File: config.mk
export PLATFORM = sky130hd
export DESIGN_NAME = pairing_operand_loader_flat
export DESIGN_NICKNAME = d
export VERILOG_FILES = /design/src/rtl/pairing_operand_loader_if.sv /design/src/rtl/pairing_operand_loader.sv /design/src/flat_wrapper.sv
export SDC_FILE = /design/constraint.sdc
export NUM_CORES = 1
export LEC_CHECK = 0
export ABC_AREA = 0
export CORE_AREA = 2 2 325 327
export CTS_CLUSTER_SIZE = 16
export DETAILED_ROUTE_END_ITERATION = 10
export DIE_AREA = 0 0 327 329
export GPL_TIMING_DRIVEN = 1
export SYNTH_ARGS = -nofsm -noshare
export SYNTH_HDL_FRONTEND = slang
export SYNTH_SLANG_ARGS = --single-unit
File: constraint.sdc
create_clock -name clk -period 5.8 [get_ports clk]
set_input_delay 0.58 -clock clk [delete_from_list [all_inputs] [get_ports clk]]
set_output_delay 0.58 -clock clk [all_outputs]
set_load 0.01 [all_outputs]
File: src/rtl/pairing_operand_loader_if.sv
// Word stream and core-side bundle between the operand feeder, the loader and the
// GF(3^M) Tate pairing core.
interface pairing_operand_loader_if #(
  parameter int M = 97,
  parameter int W = 32
);
  // A word moves on a rising clk edge where in_valid and in_ready are both high.
  // The source holds in_data/in_valid until that edge. in_ready never looks at in_valid.
  logic [W-1:0]   in_data;
  logic           in_valid;
  logic           in_ready;
  logic [2*M-1:0] x1;
  logic [2*M-1:0] y1;
  logic [2*M-1:0] x2;
  logic [2*M-1:0] y2;
  logic           core_start;
  logic           core_done;
  logic           busy;
  logic           err;

  modport master (
    output in_data, in_valid, core_done,
    input  in_ready, x1, y1, x2, y2, core_start, busy, err
  );

  modport slave (
    input  in_data, in_valid, core_done,
    output in_ready, x1, y1, x2, y2, core_start, busy, err
  );
endinterface

File: src/rtl/pairing_operand_loader.sv
// Collects x1, y1, x2, y2 as a trit-checked word stream, launches the pairing core
// once per clean set, and blocks input until the core signals completion.
module pairing_operand_loader #(
  parameter int  M = 97,
  parameter int  W = 32,
  localparam int NW = (2 * M + W - 1) / W,
  localparam int WCW = $clog2(4 * NW)
) (
  input  logic                     clk,
  input  logic                     reset,
  pairing_operand_loader_if.slave  bus,
  output logic [1:0]               dbg_state,
  output logic [WCW-1:0]           dbg_wc
);

  localparam int WIW = (NW > 1) ? $clog2(NW) : 1;
  localparam int LAST_BITS = 2 * M - (NW - 1) * W;
  localparam logic [W-1:0] PAD_MASK = {W{1'b1}} << LAST_BITS;

  typedef enum logic [1:0] {
    LOAD  = 2'd0,
    START = 2'd1,
    WAIT  = 2'd2
  } state_t;

  state_t         state_q, state_d;
  logic [WIW-1:0] word_idx;
  logic [1:0]     op_idx;
  logic           bad_q;
  logic           err_q;
  logic           core_done_q;
  logic [2*M-1:0] ops_q [4];

  logic accept, first_word, last_word, final_word;
  logic trit_bad, pad_bad, word_bad, set_bad;

  assign accept     = bus.in_valid && (state_q == LOAD);
  assign first_word = (word_idx == '0) && (op_idx == 2'd0);
  assign last_word  = (word_idx == WIW'(NW - 1));
  assign final_word = last_word && (op_idx == 2'd3);

  always_comb begin
    trit_bad = 1'b0;
    for (int i = 0; i < W / 2; i++) begin
      trit_bad = trit_bad | (bus.in_data[2*i] & bus.in_data[2*i+1]);
    end
  end

  assign pad_bad  = last_word && (|(bus.in_data & PAD_MASK));
  assign word_bad = trit_bad || pad_bad;
  // The final word's own check must count, since bad_q only sees it one edge later.
  assign set_bad  = bad_q || word_bad;

  always_ff @(posedge clk) begin
    if (reset) begin
      state_q <= LOAD;
    end else begin
      state_q <= state_d;
    end
  end

  always_comb begin
    state_d = state_q;
    case (state_q)
      LOAD:    if (accept && final_word && !set_bad) state_d = START;
      START:   state_d = WAIT;
      WAIT:    if (bus.core_done && !core_done_q) state_d = LOAD;
      default: state_d = LOAD;
    endcase
  end

  always_ff @(posedge clk) begin
    if (reset) begin
      word_idx    <= '0;
      op_idx      <= 2'd0;
      bad_q       <= 1'b0;
      err_q       <= 1'b0;
      core_done_q <= 1'b0;
    end else begin
      core_done_q <= bus.core_done;
      if (accept) begin
        if (last_word) begin
          word_idx <= '0;
          op_idx   <= op_idx + 2'd1;
        end else begin
          word_idx <= word_idx + WIW'(1);
        end
        bad_q <= first_word ? word_bad : set_bad;
        if (final_word && set_bad) begin
          err_q <= 1'b1;
        end else if (first_word) begin
          err_q <= 1'b0;
        end
      end
    end
  end

  // Padding above bit 2*M of each operand's last word is checked but never stored.
  always_ff @(posedge clk) begin
    if (reset) begin
      for (int o = 0; o < 4; o++) begin
        ops_q[o] <= '0;
      end
    end else if (accept) begin
      for (int k = 0; k < NW - 1; k++) begin
        if (word_idx == WIW'(k)) begin
          ops_q[op_idx][k*W +: W] <= bus.in_data;
        end
      end
      if (last_word) begin
        ops_q[op_idx][(NW-1)*W +: LAST_BITS] <= bus.in_data[LAST_BITS-1:0];
      end
    end
  end

  assign bus.in_ready   = (state_q == LOAD);
  assign bus.core_start = (state_q == START);
  assign bus.busy       = (state_q == START) || (state_q == WAIT);
  assign bus.err        = err_q;
  assign bus.x1         = ops_q[0];
  assign bus.y1         = ops_q[1];
  assign bus.x2         = ops_q[2];
  assign bus.y2         = ops_q[3];

  assign dbg_state = state_q;
  assign dbg_wc    = WCW'(op_idx) * WCW'(NW) + WCW'(word_idx);

endmodule

File: src/flat_wrapper.sv
// flat-port wrapper written by rule: the top's interface ports become plain ports
module pairing_operand_loader_flat 
#(
  parameter int  M = 97,
  parameter int  W = 32,
  localparam int NW = (2 * M + W - 1) / W,
  localparam int WCW = $clog2(4 * NW)
)
  (clk, reset, dbg_state, dbg_wc, bus_in_data, bus_in_valid, bus_core_done, bus_in_ready, bus_x1, bus_y1, bus_x2, bus_y2, bus_core_start, bus_busy, bus_err);
  pairing_operand_loader_if #(.M(M), .W(W)) bus_i ();
  input  logic clk;
  input  logic reset;
  output logic [1:0] dbg_state;
  output logic [WCW-1:0] dbg_wc;
  input wire logic [$bits(bus_i.in_data)-1:0] bus_in_data;
  input wire logic [$bits(bus_i.in_valid)-1:0] bus_in_valid;
  input wire logic [$bits(bus_i.core_done)-1:0] bus_core_done;
  output wire logic [$bits(bus_i.in_ready)-1:0] bus_in_ready;
  output wire logic [$bits(bus_i.x1)-1:0] bus_x1;
  output wire logic [$bits(bus_i.y1)-1:0] bus_y1;
  output wire logic [$bits(bus_i.x2)-1:0] bus_x2;
  output wire logic [$bits(bus_i.y2)-1:0] bus_y2;
  output wire logic [$bits(bus_i.core_start)-1:0] bus_core_start;
  output wire logic [$bits(bus_i.busy)-1:0] bus_busy;
  output wire logic [$bits(bus_i.err)-1:0] bus_err;
  assign bus_i.in_data = bus_in_data;
  assign bus_i.in_valid = bus_in_valid;
  assign bus_i.core_done = bus_core_done;
  assign bus_in_ready = bus_i.in_ready;
  assign bus_x1 = bus_i.x1;
  assign bus_y1 = bus_i.y1;
  assign bus_x2 = bus_i.x2;
  assign bus_y2 = bus_i.y2;
  assign bus_core_start = bus_i.core_start;
  assign bus_busy = bus_i.busy;
  assign bus_err = bus_i.err;
  pairing_operand_loader #(.M(M), .W(W)) u_core (.clk(clk), .reset(reset), .bus(bus_i), .dbg_state(dbg_state), .dbg_wc(dbg_wc));
endmodule
==> results.py <==
metrics = {
    "floorplan": {
        "fp-row-count": 119,
        "dieHeight_microns": 329,
        "core_sq_mm": 0.104,
        "die_w_microns": 327,
        "io_pins": 823,
        "dieArea_sq_mm": 0.108,
        "initial_utilization_pct": 26.3,
    },
    "critical_path": {
        "cp-start-kind": "flop",
        "path_max_fanout": 38,
        "slowest_delay_ns": 1.04,
        "required_ns": 6.07,
        "cp-end-kind": "flop",
        "crit_arrival_ns": 4.54,
        "reg2reg_slack_ns": 1.53,
        "crit_type": "reg2reg",
        "path_cells": "nand2_1 -> inv_1 -> ha_1 -> nor2_1 -> nor3_4 -> buf_4 -> and3_1 -> nand2_2 -> nand2b_2",
        "cp_slowest_cell": "nand2b_2",
    },
    "timing": {
        "max_freq_mhz": 234,
        "hold_viol_final": 0,
        "tns_ns": 0,
        "skew_ns": 0.0222,
        "grt_setup_unrepaired": "false",
        "worst_slew_pin_slew_ns": 1.11,
        "slew_violations": 0,
        "fin_crit_ns": 4.27,
        "finalCritPeriodShare_pct": 73.7,
        "setup_viol": 0,
        "worst_slack_ns": 1.53,
        "relSlewSlack_pct": 26.1,
    },
    "layout": {
        "design_area_sq_mm": 0.0400,
        "nets": 2593,
        "drive_above_1_share_pct": 8.09,
        "layout_common_cells": "clkdlybuf4s50_1, edfxtp_1, nor2_1, clkbuf_16, buf_4",
        "fin_cells": 3999,
        "final_common_cell": "clkdlybuf4s50_1",
        "area_delta_synth_final_pct": 45.7,
    },
    "routing": {
        "vias_per_cell": 4.38,
        "drt_iter0_drc": 1610,
        "routed_wl_mm": 105,
        "drt-pass1-iter-count": 5,
        "drc": 0,
        "num_vias": 17500,
        "post_drt_wl_per_cell_microns": 26.3,
        "ant_nets": 0,
    },
    "outcome": {
        "status": "finished, final reports clean",
    },
    "placement": {
        "dp_hpwl_mm": 73.6,
        "place_ws_ns": 0.984,
        "dpl-instance-area_sq_mm": 0.0374,
        "place_congestion": 0.869,
        "portBuffers": 822,
        "placedCellCount": 3850,
    },
    "grt": {
        "grt-ovfl-total": 0,
        "grt_pass1_wl_mm": 141,
        "grt_use_total_pct": 18.9,
        "grt_pass1_vias": 17600,
        "antenna_found_initial": 5,
        "grt_max_degree": 43,
    },
    "clock_tree": {
        "tritoncts": "yes",
        "cts.repair.resized": 0,
        "postCtsSetupBuffers": 0,
        "hold_buffers": 0,
        "cts_buffers": 83,
        "clock_path_buffers": 3,
        "clk_pin_slew_ns": 0.06,
        "root_buffer": "clkbuf_16",
        "clock_latency_ns": 0.66,
        "clock_sinks": 786,
        "htree_num_levels": 3,
    },
    "yosys": {
        "synth-seq-cells": 786,
        "syn_area_per_cell_sq_um": 16.2,
        "ys_async_sr_fraction_pct": 0,
        "ys_types": 37,
        "synth_area_sq_mm": 0.0274,
        "synth_nets": 1738,
        "synth_flop_cell": "edfxtp_1",
        "ys_seq_area_share_pct": 85.6,
        "synth_edf_count": 776,
        "synthCells": 1689,
        "ys_warn_count": 0,
    },
    "power_and_ir_drop": {
        "total_leakage_power_nw": 14.0,
        "power.density_mw_per_mm2": 324,
        "ir_drop_mv": 0.220,
    },
    "min_path": {
        "min-delay-path-class": "reg2reg",
    },
    "flow_run": {
        "cap_violations": 0,
    },
}
## sequential cells by signal, summed over array words and instances, names as in the netlist
register            flops
u_core.op_idx           2
u_core.word_idx         3
u_core.bus.err          1
u_core.bad_q            1
u_core.dbg_state        2
u_core.ops_q          776
u_core.core_done_q      1
## critical path: cells and delay by family, from the launching register on
kind                     cells  cell delay (ns)
buffers and inverters        2             0.48
adder cells (fa/ha/maj)      1             0.19
AND/OR/NAND/NOR              6             2.65
flip-flops                   1             0.51
## synth_stat cells (2+ instances only)
cell        n  area [sq um]
dfxtp_1    10           200
nand2_1    45           169
and3_1      4          25.0
nor4_1      8          50.1
a221oi_1    4          35.0
edfxtp_1  776         23300
nand2_2    12          75.1
buf_4       9          67.6
clkbuf_1    9          33.8
nand3_1     2          10.0
a21o_1      8          60.1
and4_1      2          17.5
a21oi_1     9          45.0
nor3_1      7          35.0
fa_1        3          60.1
a22o_1      4          35.0
inv_1      46           173
nor2_1    600          2250
xnor2_1     3          26.3
nand2b_1   22           138
ha_1       10           125
buf_2      81           405
## report_power, final
group | leakage (nW) | switching (mW) | internal [mW]
Clock | 1.27 | 2.29 | 2.90
Sequential | 8.07 | 0.0973 | 6.52
Combinational | 4.61 | 0.667 | 0.486
## final timing paths
check                                       start  cells after the start                                end
setup / recovery  u_core.word_idx[1]$_SDFFE_PP0P_                      9  u_core.ops_q[0][22]$_SDFFCE_PN0P_
hold / removal          u_core.bad_q$_SDFFE_PP0P_                      2          u_core.bad_q$_SDFFE_PP0P_
setup reg to reg  u_core.word_idx[1]$_SDFFE_PP0P_                      9  u_core.ops_q[0][22]$_SDFFCE_PN0P_
hold reg to reg         u_core.bad_q$_SDFFE_PP0P_                      2          u_core.bad_q$_SDFFE_PP0P_
## per-layer routing
layer | routed length, microns | vias up | share of wire (%) | track usage [%]
li1 | - | 7603 | - | -
met1 | 39000 | 8827 | 37 | 22.1
met2 | 52400 | 954 | 50 | 32.5
met3 | 10300 | 138 | 9.9 | 6.16
met4 | 3250 | 0 | 3.1 | 6.84
met5 | 0 | - | 0 | 0
## layout make-up
cell class                 instances  area [sq um]
clock buffer                      97          2150
inverter                          46           173
sequential                       786         23500
tap                             1391          1740
multi-input combinational        757          3370
timing repair buffer             870          8590
fill                            9689         64400
clock inverter                    51           470
antenna                            1          2.50
## metrics by stage
stage / utilization (%) / hold WS (ns) / power (mW)
floorplan: - / 0.437 / 7.07
global placement: 35.8 / 0.445 / 7.91
detailed placement: 35.8 / 0.449 / 7.91
CTS: 38.3 / 0.455 / 13.1
global route: 38.3 / 0.479 / 13.3
finish: 38.3 / 0.461 / 13.0
## cells by family (layout without fill, tap and decap cells)
| family | Yosys count | count (layout) | synth area share (%) |
|---|---|---|---|
| DFF | 786 | 786 | 85.6 |
| and+or+nand+nor | 709 | 709 | 10.3 |
| buffers and inverters | 146 | 1064 | 2.49 |
| AOI/OAI and AO/OA | 31 | 31 | 0.793 |
| adders and majority gates | 13 | 13 | 0.675 |
| xor gates and xnor gates | 3 | 3 | 0.0958 |
| muxes | 1 | 1 | 0.0365 |
| other | 0 | 1 | 0 |
No activity file was read; power rests on OpenSTA's default activity.
